### config.mk
export PLATFORM = sky130hd
export DESIGN_NAME = uart_menu_ctrl
export DESIGN_NICKNAME = d
export VERILOG_FILES = /design/src/rtl/uart_menu_ctrl.sv
export SDC_FILE = /design/constraint.sdc
export NUM_CORES = 1
export LEC_CHECK = 0
export BUFFER_PORTS_ARGS = -buffer_cell sky130_fd_sc_hd__buf_2
export CORE_MARGIN = 1.5
export CORE_UTILIZATION = 58
export DETAILED_ROUTE_END_ITERATION = 8
export PLACE_DENSITY = 0.91
export SYNTH_ARGS = -nofsm -noshare
export SYNTH_HDL_FRONTEND = slang
export SYNTH_SLANG_ARGS = --single-unit
### constraint.sdc
create_clock -name clk -period 3 [get_ports clk]
set_input_delay 0 -clock clk [delete_from_list [all_inputs] [get_ports clk]]
set_output_delay 0 -clock clk [all_outputs]
set_load 0.05 [all_outputs]
### src/rtl/uart_menu_ctrl.sv
// Single-character menu front end for the rs232_uart FIFOs: pops one rx byte per command,
// pulses the audio engine and streams an ASCII reply. Define UART_MENU_ECHO_EN to echo each byte + CR/LF first.
module uart_menu_ctrl #(
  parameter int NUM_MSGS = 4,
  parameter int SEL_W    = 2
) (
  input  logic             clk,
  input  logic             reset,
  input  logic [7:0]       rx_data_in,
  input  logic             rx_data_present,
  output logic             read_rx_data_ack,
  output logic [7:0]       tx_data_out,
  output logic             write_tx_data,
  input  logic             tx_buffer_full,
  input  logic             engine_busy,
  output logic             cmd_record,
  output logic             cmd_play,
  output logic             cmd_stop,
  output logic [SEL_W-1:0] msg_sel,
  output logic             menu_busy
);

  typedef enum logic [2:0] {S_IDLE, S_POP, S_DECODE, S_SEND, S_GAP} state_e;
  typedef enum logic [1:0] {STR_OK, STR_BSY, STR_UNK} str_id_e;

  localparam logic [7:0] CR       = 8'h0D;
  localparam logic [7:0] LF       = 8'h0A;
  localparam logic [7:0] NUL      = 8'h00;
  localparam logic [7:0] DIGIT_LO = 8'h30;
  localparam logic [7:0] DIGIT_HI = 8'(8'h30 + NUM_MSGS);

`ifdef UART_MENU_ECHO_EN
  localparam int PRE_LEN = 3;
`else
  localparam int PRE_LEN = 0;
`endif

  // Row = string id, column = char index; the spare fourth row keeps every 2-bit id in range.
  localparam logic [0:3][0:4][7:0] STR_TABLE = {
    "O", "K", CR,  LF,  NUL,
    "B", "S", "Y", CR,  LF,
    "?", CR,  LF,  NUL, NUL,
    "?", CR,  LF,  NUL, NUL
  };

  function automatic logic [2:0] last_idx(input str_id_e id);
    case (id)
      STR_OK:  return 3'(PRE_LEN + 3);
      STR_BSY: return 3'(PRE_LEN + 4);
      default: return 3'(PRE_LEN + 2);
    endcase
  endfunction

  state_e           state_q,    state_d;
  str_id_e          str_id_q,   str_id_d;
  logic [7:0]       cmd_byte_q, cmd_byte_d;
  logic [2:0]       idx_q,      idx_d;
  logic             ack_q,      ack_d;
  logic [7:0]       tx_data_q,  tx_data_d;
  logic             write_q,    write_d;
  logic             record_q,   record_d;
  logic             play_q,     play_d;
  logic             stop_q,     stop_d;
  logic [SEL_W-1:0] msg_sel_q,  msg_sel_d;
  logic             busy_q,     busy_d;

  logic [2:0] resp_idx;
  logic [7:0] send_char;

  always_comb begin
    resp_idx  = idx_q - 3'(PRE_LEN);
    send_char = STR_TABLE[str_id_q][resp_idx];
`ifdef UART_MENU_ECHO_EN
    if (idx_q == 3'd0)      send_char = cmd_byte_q;
    else if (idx_q == 3'd1) send_char = CR;
    else if (idx_q == 3'd2) send_char = LF;
`endif
  end

  // NOTE: every _d signal gets a default before the case so no latch is inferred.
  always_comb begin
    state_d    = state_q;
    str_id_d   = str_id_q;
    cmd_byte_d = cmd_byte_q;
    idx_d      = idx_q;
    ack_d      = 1'b0;
    tx_data_d  = tx_data_q;
    write_d    = 1'b0;
    record_d   = 1'b0;
    play_d     = 1'b0;
    stop_d     = 1'b0;
    msg_sel_d  = msg_sel_q;

    case (state_q)
      S_IDLE: begin
        if (rx_data_present) begin
          state_d = S_POP;
          ack_d   = 1'b1;
        end
      end
      S_POP: begin
        cmd_byte_d = rx_data_in;
        state_d    = S_DECODE;
      end
      S_DECODE: begin
        state_d  = S_SEND;
        idx_d    = '0;
        str_id_d = STR_UNK;
        if (cmd_byte_q == "R" || cmd_byte_q == "r") begin
          record_d = !engine_busy;
          str_id_d = engine_busy ? STR_BSY : STR_OK;
        end else if (cmd_byte_q == "P" || cmd_byte_q == "p") begin
          play_d   = !engine_busy;
          str_id_d = engine_busy ? STR_BSY : STR_OK;
        end else if (cmd_byte_q == "S" || cmd_byte_q == "s") begin
          stop_d   = 1'b1;
          str_id_d = STR_OK;
        end else if (cmd_byte_q >= DIGIT_LO && cmd_byte_q < DIGIT_HI) begin
          msg_sel_d = SEL_W'(cmd_byte_q - DIGIT_LO);
          str_id_d  = STR_OK;
        end
      end
      S_SEND: begin
        if (!tx_buffer_full) begin
          tx_data_d = send_char;
          write_d   = 1'b1;
          state_d   = S_GAP;
        end
      end
      S_GAP: begin
        // The gap cycle lets tx_buffer_full reflect the write before SEND samples it again.
        if (idx_q == last_idx(str_id_q)) begin
          idx_d   = '0;
          state_d = S_IDLE;
        end else begin
          idx_d   = idx_q + 3'd1;
          state_d = S_SEND;
        end
      end
      default: state_d = S_IDLE;
    endcase

    busy_d = (state_d != S_IDLE);
  end

  // NOTE: sequential state uses non-blocking assignments so all flops sample pre-edge values.
  always_ff @(posedge clk or posedge reset) begin
    if (reset) begin
      state_q    <= S_IDLE;
      str_id_q   <= STR_OK;
      cmd_byte_q <= '0;
      idx_q      <= '0;
      ack_q      <= 1'b0;
      tx_data_q  <= '0;
      write_q    <= 1'b0;
      record_q   <= 1'b0;
      play_q     <= 1'b0;
      stop_q     <= 1'b0;
      msg_sel_q  <= '0;
      busy_q     <= 1'b0;
    end else begin
      state_q    <= state_d;
      str_id_q   <= str_id_d;
      cmd_byte_q <= cmd_byte_d;
      idx_q      <= idx_d;
      ack_q      <= ack_d;
      tx_data_q  <= tx_data_d;
      write_q    <= write_d;
      record_q   <= record_d;
      play_q     <= play_d;
      stop_q     <= stop_d;
      msg_sel_q  <= msg_sel_d;
      busy_q     <= busy_d;
    end
  end

  assign read_rx_data_ack = ack_q;
  assign tx_data_out      = tx_data_q;
  assign write_tx_data    = write_q;
  assign cmd_record       = record_q;
  assign cmd_play         = play_q;
  assign cmd_stop         = stop_q;
  assign msg_sel          = msg_sel_q;
  assign menu_busy        = busy_q;

endmodule

== After elaboration in Yosys (flattened, before gate mapping) ==
Cells that the tools add are included.
Word-level totals
  memories kept: 0
  bits in writable memories: 0
  flip-flop bits (word level): 32
  output and inout port bits: 16
  ROM bits: 0
  input port bits: 13
  bits in latches: 0
  word-level logic and storage cells: 79
Operators by class
  reductions and logical operators: 11
  magnitude comparators: 4
  div/mod/pow operators: 0
  add/sub/neg operators: 2
  bitwise logic cells: 6
  eq/ne operators: 12
  multipliers: 0
  multiplexer cells: 32
  shift operators: 0
Operators by type and width (count)
  40-bit binary-select mux with 2-bit select: 1
  40-bit 2-to-1 mux: 2
  8-bit by 7-bit equality test with 1-bit output, second input constant: 6
  8-bit binary-select mux with 3-bit select: 1
  8-bit 2-to-1 mux: 2
  3-bit case mux with 5 select lines: 1
  1-bit 2-to-1 mux: 14
  3-bit 2-to-1 mux: 4
  3-bit case mux with 2 select lines: 2
  2-bit 2-to-1 mux: 5
  8-bit by 6-bit >= comparator with 1-bit output, second input constant: 1
  8-bit by 6-bit less-than comparator with 1-bit output, second input constant: 1
  3-bit by 2-bit equality test with 1-bit output, second input constant: 2
  5-bit AND reduction: 1
  4-bit >= comparator, second input constant: 1
  1-bit NOT: 4
  3-bit NOT with 4-bit output: 1
  3-bit by 1-bit adder with 3-bit output, second input constant: 1
  3-bit by 1-bit equality test with 1-bit output, second input constant: 1
  3-bit equality test: 1
  3-bit equality test, second input constant: 1
  3-bit >= comparator, second input constant: 1
  3-bit zero test: 1
  1-bit logical OR: 3
  other kinds (9): 9

== Depth between registers and ports, before layout ==
  word-level depth: 7
  gate-level depth with buffers: 5
  depth with buffers taken out: 4

== Worst setup path before layout ==
OpenSTA, ideal clock, no wires.
  path kind: register to register
  start: reg state_q[0]
  end: reg idx_q[2]
  data required time: 2.864 ns
  stages on the path, launching flop included: 5
  clock period less this slack: 1.379 ns
  arrival time: 1.243 ns
  slack: 1.621 ns
  library setup time: 0.136 ns
  path buffers: 1
  cells stage by stage: dfrtp_1 -> buf_2 -> or3b_2 -> a2bb2oi_1 -> o32ai_1
On the way
  cells in the longest elaborated chain, start to end: 2
  elaborated cells between the ends (all ways): 4
  those cells by class: eq/ne: 2; mux: 1; reduce/logical: 1
Ends and longest elaborated chain
  start, declared: RTL line 54  | state_e state_q, state_d;
  start signal, assigned: RTL line 162  | state_q <= state_d;
  3-bit equality test / 3-bit by 2-bit equality test with 1-bit output (equally long branches): RTL line 94  | case (state_q)
  3-bit case mux with 2 select lines / 2-bit nonzero test (equally long branches)
  end signal, assigned: RTL line 165  | idx_q <= idx_d;
  end, declared: RTL line 57  | logic [2:0] idx_q, idx_d;
Parallel ways exist; a longest one is shown, timed or not.
A chain may end at the register's enable or synchronous reset.

== Worst setup path in the final report ==
  start: reg state_q[2]
  end: reg tx_data_q[4] (netlist: tx_data_out[4])
On the way
  cells in the longest elaborated chain, start to end: 2
Ends and longest elaborated chain
  3-bit by 2-bit equality test with 1-bit output: RTL line 94
  2-bit AND reduction (no line)
  end signal, assigned: RTL line 167  | tx_data_q <= tx_data_d;
  end, declared: RTL line 59  | logic [7:0] tx_data_q, tx_data_d;
No other way between the ends.

==> run summary <==
The total DRC errors in the routed layout came out at 0. The post-synthesis mux area share came out at about 6.7%. The critical path is of the flip-flop to flip-flop type. The residual antenna-violating net count after detailed routing is 0. The antenna diode count came out at 0.

At the end of routability-driven placement, the weighted congestion stood at 0.869. For the pin with the worst max-slew slack, the measured transition is 1110 ps. The routed metal-1 wire length came out at approximately 1.3 mm. The global-route congestion overflow total came out at 0. In the routed layout, each cell is associated on average with a via count of 5.66.

The worst slew margin relative to its limit came out at 25.7%. The met3 wire length came out at roughly 110 um. The number of synthesized flops with an enable pin came out at 0. The floorplan die height is 54.0 um. The mean instance size in the synthesized netlist came out at 10.8 sq um. The leakage power summed over all cells is 0.000826 uW.

Once placement completed, the tool counted placed cells totaling roughly 190. The clock slew at the register clock pins of the worst setup and hold paths is 90 ps. The required time of the critical path came out at 3230 ps.

The final setup TNS is 0 ps. The count of yosys warnings during synthesis is 0. In this run the worst path has a maximum fanout of 11. The termination of the worst setup path is tx_data_out[4]$_DFFE_PP0P_. CTS built an H-tree with a depth of 2. The startpoint identified for the worst register-to-register timing path is state_q[2]$_DFF_PP0_. The number of placement rows is 18. The peak per-stage delay on the critical path came out at 570 ps. Dividing the detail-routed wire length by the instance count gives 13.8 um. The library cell with the largest summed area after synthesis is sky130_fd_sc_hd__dfrtp_1. The xor/xnor cell area share of the yosys netlist is 0%.

The distinct cell type count of the synthesized netlist is 40. The total track usage came out at 22.7%. The number of pins exceeding their max-slew limit in the final report is 0.

The largest net degree at the start of global routing came out at 32. The largest family of logic cells by synthesized area is simple AND/OR/NAND/NOR gates. After detailed routing, no signal wire sits above met4. The final standard cell count with taps included and fillers excluded came out at 206.

The worst register-to-register path has a setup slack of 1270 ps. Summing the areas of all fa, ha and maj instances in the mapped netlist gives less than 1% of the synthesized area. The area growth from synthesis to layout is 18.8%.

The slowest stage of the critical path is the sky130_fd_sc_hd__dfrtp_1 cell. The area share of the largest cell type after synthesis is 51.4%. The number of nets in the final layout came out at 190. The cell area that synthesis handed to floorplanning was between 1500 and 2000 sq um. In this run, synthesis produced a sequential element count of 31. The worst-case IR drop observed on VDD is approximately 620 uV.

The flow ran to the end, and the final reports show no timing, DRC or antenna violations. The wire length of the first global-routing pass came out at around 4.6 mm. The initial cell density of the core came out at approximately three fifths. The logic depth of the worst setup path including buffers came out at 3.

The most critical setup path has its startpoint at state_q[2]$_DFF_PP0_. The fmax came out at roughly 580 MHz. The post-synthesis share of cell area spent on and, or, nand and nor gates is 21.2%.

The instance count of the mapped netlist is 140. Dividing the final minimum period by the clock period gives 57.5%. sky130_fd_sc_hd__dfrtp_1 is the most common cell in the netlist. The arrival time of the worst setup path is between 1500 and 2000 ps. During I/O placement, the number of pins put on the boundary was 29. The count of buffer and inverter cells on the critical path came out at 1. Counting instances in the post-synthesis netlist gives the leading cell types as 31 x sky130_fd_sc_hd__dfrtp_1, 9 x sky130_fd_sc_hd__mux2_2, 9 x sky130_fd_sc_hd__nor2_1.

The hold violation total from the final report came out at 0. The die footprint came out at 2920 sq um. Setup violations remaining at the end of the flow were counted as 0. The share of the synthesized area in compound gates (AO/OA/AOI/OAI) is between 10 and 15%.

The minimum clock period is 1730 ps. The synthesized netlist net count is roughly 150. Setup repair after global routing left no endpoint under its margin.

The number of iterations in the first detailed-routing pass is 4. In this run the critical register-to-register path is captured at tx_data_out[4]$_DFFE_PP0P_. The wire-length estimate of the detail-placed layout is 1.92 mm. The later pin in the worst-skew pair is clocked with a latency of 330 ps.

The die extent in x came out at around 54 um. The number of global-route vias before repair is approximately 1000. The number of buffers between clock root and the deepest sink is 2. The depth of the worst register-to-register path is 3. The total number of clock tree sinks came out at 31.

In the synthesized netlist the async set-or-reset flop fraction comes to 100%. By area the synthesized netlist is led by sky130_fd_sc_hd__dfrtp_1 51%, sky130_fd_sc_hd__mux2_2 6.7%, sky130_fd_sc_hd__o21ai_0 2.3%, sky130_fd_sc_hd__o32ai_1 2.3%, sky130_fd_sc_hd__nor2_1 2.2%. The kind of launch point of the worst setup path is a flip-flop. The element type at the critical path end is a flip-flop. The number of max-capacitance violations reported came out at 0.

Walking the worst path, the cells encountered are nand4bb_1, clkinv_1, a221oi_1. The number of violations reported at the end of detailed-routing iteration 0 is 20. The worst hold slack across all endpoints is approximately 100 ps. The setup clock skew after layout came out at 6.79 ps. The port buffer count is 27. The final layout contains routed wiring with a total length of 2.84 mm. The register area share after synthesis is between 50% and 60%. The most used flip-flop cell after synthesis is sky130_fd_sc_hd__dfrtp_1. Clock tree synthesis inserted a total of 5 buffers.

In this run the clock root is driven by a sky130_fd_sc_hd__clkbuf_4. The total met2 wirelength after detailed routing came out at between 1 and 1.5 mm. The initial antenna violation count was 0. The worst hold path belongs to the class primary input to flip-flop. TritonCTS built the clock tree. The core region is 2480 sq um. The share of cells above drive strength 1 is 26.7%. For this design the ratio of total power to cell area is 926 nW/um^2. The cell class contributing the biggest share of worst-path delay is flip-flops. The count of vias placed by the detailed router came out at about 1200.
[how the worst min path moves through the flow]
stage	start	slack (ps)	cells past startpoint	to
after global placement	engine_busy	190	2	cmd_play$_DFF_PP0_
final	tx_buffer_full	100	4	state_q[0]$_DFF_PP0_
after CTS	tx_buffer_full	100	4	state_q[0]$_DFF_PP0_
after detailed placement	engine_busy	200	2	cmd_record$_DFF_PP0_
after global routing	tx_buffer_full	130	4	state_q[0]$_DFF_PP0_
after floorplan	engine_busy	70	1	cmd_play$_DFF_PP0_
[per-stage QoR]
step / area, sq um / util (%) / power (uW) / worst slack (ps)
6_report: 1790 / 72.4 / 1660 / 1270
2_1_floorplan: 1510 / - / 1290 / 1620
3_3_place_gp: 1630 / 65.7 / 1370 / 1430
5_1_grt: 1790 / 72.4 / 1780 / 1040
3_5_place_dp: 1630 / 65.7 / 1410 / 1290
4_1_cts: 1790 / 72.4 / 1670 / 1290
[worst register-to-register path: stages, from the launching register on]
cell and delay (ps):
sky130_fd_sc_hd__dfrtp_1 570, sky130_fd_sc_hd__nand4bb_1 420, sky130_fd_sc_hd__clkinv_1 300, sky130_fd_sc_hd__a221oi_1 340
[area by class of cell]
class | count | area, sq um
sequential | 31 | 776
fill | 172 | 683
multi-input combinational | 92 | 649
timing repair buffer | 38 | 245
clock buffer | 6 | 51.3
tap | 30 | 37.5
inverter | 8 | 30.0
clock inverter | 1 | 5.00
[sequential cells by signal, summed over array words and instances (netlist names)]
name              cells
cmd_play              1
state_q               3
tx_data_out           7
menu_busy             1
idx_q                 3
cmd_stop              1
write_tx_data         1
cmd_record            1
str_id_q              2
msg_sel               2
cmd_byte_q            8
read_rx_data_ack      1
[report_power, final]
group,switching [uW],internal [uW],total [uW]
Sequential,169,560,730
Clock,137,108,246
Combinational,418,269,686
[cells by family (layout without fill, tap and decap cells)]
logic type                 count (synthesis)  after routing
other                                      1              1
muxes                                      9              9
DFF                                       31             31
adders and majority gates                  1              1
buffers and inverters                     17             53
AOI/OAI and AO/OA                         31             31
and+or+nand+nor                           50             50
[cell usage in the layout (no fill, tap or decap), drive strengths merged, types with 2 or more instances in the layout]
cell type	n
a21o	2
a21oi	4
a31oi	4
buf	27
clkbuf	6
clkinv	2
dfrtp	31
dlygate4sd3	11
inv	7
mux2	9
nand2	8
nand2b	4
nand3	6
nand3b	2
nand4bb	2
nor2	9
nor2b	4
nor3b	4
nor4	2
nor4b	3
o21ai	7
o21bai	3
o31ai	3
o32ai	4
or3b	2
[repair_timing]
| action | 4_1_cts | 5_1_grt |
|---|---|---|
| hold buffers | 11 | 0 |
| gates resized for setup | 0 | 0 |
| setup buffers | 0 | 0 |
| hold endpoints to repair | 44 | 0 |
[per-layer routing]
| layer | vias up | track usage (%) |
|---|---|---|
| li1 | 580 | - |
| met1 | 560 | 27.2 |
| met2 | 22 | 37.2 |
| met3 | 4 | 8.89 |
| met4 | 0 | 7.92 |
| met5 | - | 0 |
(Power assumes the default switching activity.)
